$ cat src/rtl/fetch_redirect_ctrl.sv
// Fetch-stage PC sequencer: free-running increment, stall hold, relative
// branch and absolute flush redirects, and a fixed-length squash window
// after every accepted redirect.
//
// state  | meaning
// -------+------------------------------------------------------------
// BOOT   | first cycle after reset; outputs held at reset values
// RUN    | fetching on the correct path; PC advances unless stalled
// SQUASH | bubble window after a redirect; PC holds the new target
module fetch_redirect_ctrl #(
    parameter int                  ADDR_W        = 16,
    parameter logic [ADDR_W-1:0]   RESET_PC      = '0,
    parameter int                  SQUASH_CYCLES = 2
) (
    input  logic              clock_i,
    input  logic              reset_i,
    input  logic              stall_i,
    input  logic              flushBack_i,
    input  logic [ADDR_W-1:0] flushTarget_i,
    input  logic              shouldBranch_i,
    input  logic [15:0]       branchOffset_i,
    input  logic              branchDirection_i,
    output logic [ADDR_W-1:0] pc_o,
    output logic              fetchValid_o,
    output logic              squash_o,
    output logic [1:0]        state_o,
    output logic [7:0]        redirectCount_o
);

    localparam logic [1:0] ST_BOOT   = 2'd0;
    localparam logic [1:0] ST_RUN    = 2'd1;
    localparam logic [1:0] ST_SQUASH = 2'd2;

    // Offsets are zero-extended before the add so they can never be read as negative.
    localparam int EXT_W = (ADDR_W > 16) ? ADDR_W : 16;

    logic [EXT_W-1:0]  offset_wide;
    logic [ADDR_W-1:0] offset_ext;
    logic [ADDR_W-1:0] branch_target;
    logic              redirect;
    logic [3:0]        squash_cnt;

    logic [1:0]        state_nxt;
    logic [ADDR_W-1:0] pc_nxt;
    logic [3:0]        squash_cnt_nxt;
    logic [7:0]        redirect_cnt_nxt;

    // Branch target arithmetic; wraps modulo 2^ADDR_W in both directions.
    always_comb begin
        offset_wide   = EXT_W'(branchOffset_i);
        offset_ext    = offset_wide[ADDR_W-1:0];
        branch_target = branchDirection_i ? (pc_o + offset_ext) : (pc_o - offset_ext);
    end

    // Next-state logic: redirects win over everything except BOOT, flush beats branch.
    always_comb begin
        state_nxt        = state_o;
        pc_nxt           = pc_o;
        squash_cnt_nxt   = squash_cnt;
        redirect_cnt_nxt = redirectCount_o;
        redirect         = (flushBack_i || shouldBranch_i) && (state_o != ST_BOOT);

        if (state_o == ST_BOOT) begin
            state_nxt = ST_RUN;
        end else if (redirect) begin
            pc_nxt         = flushBack_i ? flushTarget_i : branch_target;
            state_nxt      = ST_SQUASH;
            squash_cnt_nxt = 4'(SQUASH_CYCLES);
            if (redirectCount_o != 8'hFF) begin
                redirect_cnt_nxt = redirectCount_o + 8'd1;
            end
        end else if (state_o == ST_RUN) begin
            if (!stall_i) begin
                pc_nxt = pc_o + ADDR_W'(1);
            end
        end else begin
            // Squash counts down even while stalled; last bubble hands over to RUN.
            squash_cnt_nxt = squash_cnt - 4'd1;
            if (squash_cnt == 4'd1) begin
                state_nxt = ST_RUN;
            end
        end
    end

    // All outputs are flops; fetch-valid and squash are decoded from the next state.
    always_ff @(posedge clock_i or negedge reset_i) begin
        if (!reset_i) begin
            state_o         <= ST_BOOT;
            pc_o            <= RESET_PC;
            squash_cnt      <= 4'd0;
            redirectCount_o <= 8'd0;
            fetchValid_o    <= 1'b0;
            squash_o        <= 1'b0;
        end else begin
            state_o         <= state_nxt;
            pc_o            <= pc_nxt;
            squash_cnt      <= squash_cnt_nxt;
            redirectCount_o <= redirect_cnt_nxt;
            fetchValid_o    <= (state_nxt == ST_RUN);
            squash_o        <= (state_nxt == ST_SQUASH);
        end
    end

endmodule

$ cat config.mk
export PLATFORM = sky130hd
export DESIGN_NAME = fetch_redirect_ctrl
export DESIGN_NICKNAME = d
export VERILOG_FILES = /design/src/rtl/fetch_redirect_ctrl.sv
export SDC_FILE = /design/constraint.sdc
export NUM_CORES = 1
export LEC_CHECK = 0
export CORE_AREA = 2 2 77 79
export DETAILED_ROUTE_END_ITERATION = 16
export DIE_AREA = 0 0 79 81
export GPL_TIMING_DRIVEN = 0
export PLACE_DENSITY = 0.79
export RECOVER_POWER = 25
export SLEW_MARGIN = 20
export SYNTH_ARGS = -nofsm -noshare
export SYNTH_HDL_FRONTEND = slang
export SYNTH_SLANG_ARGS = --single-unit
$ cat constraint.sdc
create_clock -name clock_i -period 2.8 [get_ports clock_i]
set_input_delay 0.42 -clock clock_i [delete_from_list [all_inputs] [get_ports clock_i]]
set_output_delay 0.42 -clock clock_i [all_outputs]
set_load 0.005 [all_outputs]
---- Word-level counts from Yosys, hierarchy flattened ----
Index checks and enable logic that the tools add are counted.
storage, ports and cells
  register bits after elaboration ......... 32
  output and inout bits ................... 28
operators by class
  $add $sub $neg .......................... 5
  eq/ne operators ......................... 7
  multiplexer cells ....................... 11
  bitwise logic cells ..................... 1
  reductions and logical operators ........ 8
operator list
  operator                                                                  number
  16-bit two-way mux                                                        5
  16-bit by 1-bit adder with 16-bit output (second input constant)          1
  16-bit adder                                                              1
  16-bit subtractor                                                         1
  8-bit by 1-bit adder with 8-bit output (second input constant)            1
  2-bit two-way mux                                                         4
  4-bit two-way mux                                                         2
  8-bit inequality test (second input constant)                             1
  3-bit AND reduction                                                       2
  2-bit by 1-bit equality test with 1-bit output (second input constant)    2
  4-bit by 1-bit equality test with 1-bit output (second input constant)    1
  2-bit nonzero test                                                        2
  4-bit by 1-bit subtractor with 4-bit output (second input constant)       1
  2-bit equality test (second input constant)                               1
  2-bit zero test                                                           1
  2-bit by 1-bit inequality test with 1-bit output (second input constant)  1
  2-bit inequality test (second input constant)                             1
  2-bit AND reduction                                                       1
  1-bit logical AND                                                         1
  1-bit logical OR                                                          1
  1-bit inverter                                                            1

---- Logic depth before layout (Yosys ltp) ----
  depth after elaboration ................. 6
  depth in mapped cells ................... 16
  gate-level depth less buffers ........... 16

---- Worst setup path before layout ----
OpenSTA, ideal clock, no wires.
  path type ............................... input port to flip-flop
  start point ............................. input branchDirection_i
  end point ............................... register pc_o[13]
  library setup time ...................... 0.104 ns
  arrival time ............................ 2.864 ns
  data required time ...................... 2.696 ns
  slack ................................... -0.167 ns
  stages .................................. 10
  path buffers ............................ 1
  cell sequence ........................... clkbuf_1 > mux2_2 > ha_1 > a211oi_2 > o21bai_1 > o31a_1 > a221o_1 > a221oi_2 > xor2_1 > a221oi_1
on the way
  cells in the longest elaborated chain, start to end .. 3
RTL lines
  what                  RTL line  text
  from (decl)           22        input logic branchDirection_i,
  16-bit two-way mux    52        branch_target = branchDirection_i ? (pc_o + offset_ext) : (pc_o - offset_ext);
  16-bit two-way mux    66        pc_nxt = flushBack_i ? flushTarget_i : branch_target;
  16-bit two-way mux    65        end else if (redirect) begin
  to (signal assigned)  96        pc_o <= pc_nxt;
  to (decl)             23        output logic [ADDR_W-1:0] pc_o,
No other way between the ends.
A chain may end at the register's enable or synchronous reset.

---- Final worst setup path ----
  start point ............................. input branchOffset_i[4]
  end point ............................... register pc_o[13]
on the way
  cells in the longest elaborated chain, start to end .. 4
  elaborated cells on any way between the ends .. 5
RTL lines
  what                                                      RTL line  text
  from (decl)                                               21        input logic [15:0] branchOffset_i,
  16-bit subtractor / 16-bit adder (equally long branches)  52
  16-bit two-way mux (*)                                    52
  16-bit two-way mux (*)                                    66
  16-bit two-way mux (*)                                    65
Mark *: on every way between the ends. The rest lies on a longest branch, timed or not.

==> results <==
## routing by layer
layer / wire [µm] / part of all wire (%) / global-route usage, %
met5: 0 / 0 / 0
met4: 134 / 1.8 / 6.55
met3: 367 / 5.0 / 2.78
met2: 3770 / 52 / 42.8
met1: 3040 / 42 / 28.1
## worst register-to-register path: cells and delay by family, from the launching register on
kind,cells,cell delay [ps]
flip-flops,1,440
AO/OA/AOI/OAI,6,970
adder cells (fa/ha/maj),2,640
AND/OR/NAND/NOR,1,360
## what timing repair did
item | 4_1_cts | 5_1_grt
endpoints found under the setup margin | 11 | 7
hold buffers | 0 | 0
pin swaps | 27 | 23
gates resized for setup | 55 | 43
hold endpoints to repair | 0 | 0
buffers inserted | 19 | 5
## cell type report
cell class | instances | area (µm²) | share of cell area [%]
Multi-Input combinational cell | 260 | 2070 | 52.1
Tap cell | 75 | 93.8 | 2.37
Buffer | 11 | 53.8 | 1.36
Clock buffer | 7 | 96.3 | 2.43
Sequential cell | 32 | 801 | 20.2
Timing Repair Buffer | 88 | 820 | 20.7
Inverter | 8 | 37.5 | 0.946
## metrics by stage
step	setup TNS, ps	std cells	power (µW)	util (%)	hold WS [ps]
2_1_floorplan	-37.7	311	1740	-	124
3_3_place_gp	-6410	451	2280	61.0	484
3_5_place_dp	-6880	451	2320	60.9	488
4_1_cts	0	477	2860	67.4	205
5_1_grt	-196	481	3180	69.9	525
6_report	0	481	2960	69.9	492
## cells by family (layout without fill, tap and decap cells)
logic type               after synthesis  after routing
flip-flops                            32             32
XOR/XNOR                              50             50
AO/OA/AOI/OAI                         85             85
adder cells (fa/ha/maj)               25             25
buffers and inverters                 19            114
AND/OR/NAND/NOR                       96             96
multiplexers                           4              4
## sequential cells by signal, indices dropped and copies added, names as in the netlist
name,flops
pc_o,16
redirectCount_o,8
squash_o,1
squash_cnt,4
state_o,2
fetchValid_o,1
## synth_stat cells, types with 4 or more instances
library cell / n
nand3_1: 6
nand4_1: 7
dfrtp_1: 32
a211oi_1: 9
ha_1: 24
and4_1: 4
nor2_1: 28
inv_1: 8
a21o_1: 9
xor2_1: 32
xnor2_1: 18
and3_1: 5
nor3_1: 7
o21ai_1: 7
o21ai_0: 10
a21oi_1: 28
a31oi_1: 4
nand2_1: 26
clkbuf_1: 8
## report_power, final
group	internal (µW)	switching, µW
registers	604	233
logic	963	773
clock network	219	166
## final timing paths
check / startpoint / to / slack, ps / depth (start not counted)
max in group asynchronous: reset_i / pc_o[15]$_DFFE_PN0P_ / 1260 / 1
hold reg to reg: redirectCount_o[6]$_DFFE_PN0P_ / redirectCount_o[6]$_DFFE_PN0P_ / 490 / 1
setup / recovery: branchOffset_i[4] / pc_o[13]$_DFFE_PN0P_ / 70 / 11
setup reg to reg: pc_o[0]$_DFFE_PN0P_ / pc_o[14]$_DFFE_PN0P_ / 310 / 9
hold / removal: redirectCount_o[6]$_DFFE_PN0P_ / redirectCount_o[6]$_DFFE_PN0P_ / 490 / 1
min in group asynchronous: reset_i / redirectCount_o[4]$_DFFE_PN0P_ / 570 / 1
==> results.md <==
* I/O pins at 66
* Leading cell type in the layout, fill and taps excluded: clkdlybuf4s50_1
* Startpoint types: input port
* 1st-pass router iterations at 4
* Count of cell types in the netlist at 49
* Cell taking the most area after synthesis: dfrtp_1
* Ant diodes at 0
* Area contributors post-synth: dfrtp_1, ha_1, xor2_1
* Root buffer cell: clkbuf_8
* Layout area overhead at 47.4%
* Mux cell area share after synthesis at 1.58%
* Global-route wire length before repair at 11.7 mm
* DRC viols at 0
* Top cell family by delay on the critical path: compound AO/OA/AOI/OAI gates
* Final instance area at 3970 µm²
* Type of the worst setup path: in2reg
* Worst endpoint required time at 2950 ps
* GR Util All Layers at between 20% and 30%
* DP Worst Slack at -883 ps
* Synth Area in XOR/XNOR at roughly 16%
* VDD IR max at 0.394 mV
* Crit path max-delay cell type: a221o_1
* Crit-path cells: buf_4 > nor3_4 > a31oi_4 > xor2_1 > ha_1 > a21o_1 > buf_4 > a221o_1 > a221oi_2 > xor2_1 > a221oi_2
* Top_reg_cell synth: dfrtp_1
* Die area at roughly 6400 µm²
* Max-Cap Viols at 1
* Area post-placement at around 3500 µm²
* Post-synth top area share at between 20% and 30%
* Initial core utilization at ~47%
* Tmin final at between 2000 and 3000 ps
* Synthesized cell area at between 2000 and 3000 µm²
* Die height at between 80 and 90 µm
* HPWL Detailed at 5.35 mm
* Site Rows at 28
* Synth warn at 0
* Layout Nets at between 400 and 500
* Seq/Total Area, Yosys at 29.7%
* Compound-Gate Fraction of Synth Area at 20.1%
* Average size of a mapped cell at 8.66 µm²
* Cells after Synth at 311
* WP buf/inv at 2
* Initial antenna violation count at 0
* Vias in the first global route at 2590
* Ys async rst share at 100%
* Share of layout cells above drive strength 1 at 20.2%
* Routed wire per std cell at 15.2 µm
* Final Max Tran Viols at 33
* Routed wire length at 7.32 mm
* Die X at 79 µm
* Detailed Route Iter0 Violations at 183
* Final hold violation count at 0
* Failing checks: max-capacitance violations, max-slew violations
* DR vias at 2680
* Syn_nets at about 370
* Simple-Gate Fraction of Synth Area at between 10% and 20%
* Fill count at between 400 and 500
* EDFF count, synth at 0
* Gpl congestion at 0.865
* Worst Setup End Kind: register
* Buffers on Ports at 65
* Worst-skew pair later-pin latency at 280 ps
* Max clock buf depth at 2
* Commonest non-fill, non-tap cells in the layout: clkdlybuf4s50_1, dfrtp_1, xor2_1
* Clock sinks at 32
* Vias/cell at ~5.6
* Critical Path Fanout Max at 5
* Post-detailed-route count of antenna-violating nets at 0
* Slew headroom at -12.4%
* Total power per unit cell area at approximately 750 nW/µm²
* Remaining global-route overflow at 0
* Main combinational cell family by area after synthesis: compound AO/OA/AOI/OAI gates
* Critical path arrival at 2870 ps
* Outcome: finished with violations
* Worst hold path type: reg2reg
* Least-Margin Pin Slew at approximately 1700 ps
* Setup WS post-layout at 74.1 ps
* TritonCTS clock tree: built
* CTS buffer count at 5
* Adder-Cell Fraction of Synth Area at 11.9%
* Worst Clk Skew at 2.65 ps
* Clock Pin Slew Worst Setup and Hold Paths at roughly 70 ps
* Period utilization at 97.4%
* H-tree depth at 2
* Final setup viols at 0
* Slowest stage delay, CP at 370 ps
* RSZ-0062 raised after global routing: yes
* Largest net degree at the start of global routing at 33
* Yosys reg bits at 32
* Core area at roughly 5700 µm²
* Leakage power figure at 0.00170 µW
* FMAX at 367 MHz
No activity file was read; power rests on OpenSTA's default activity.
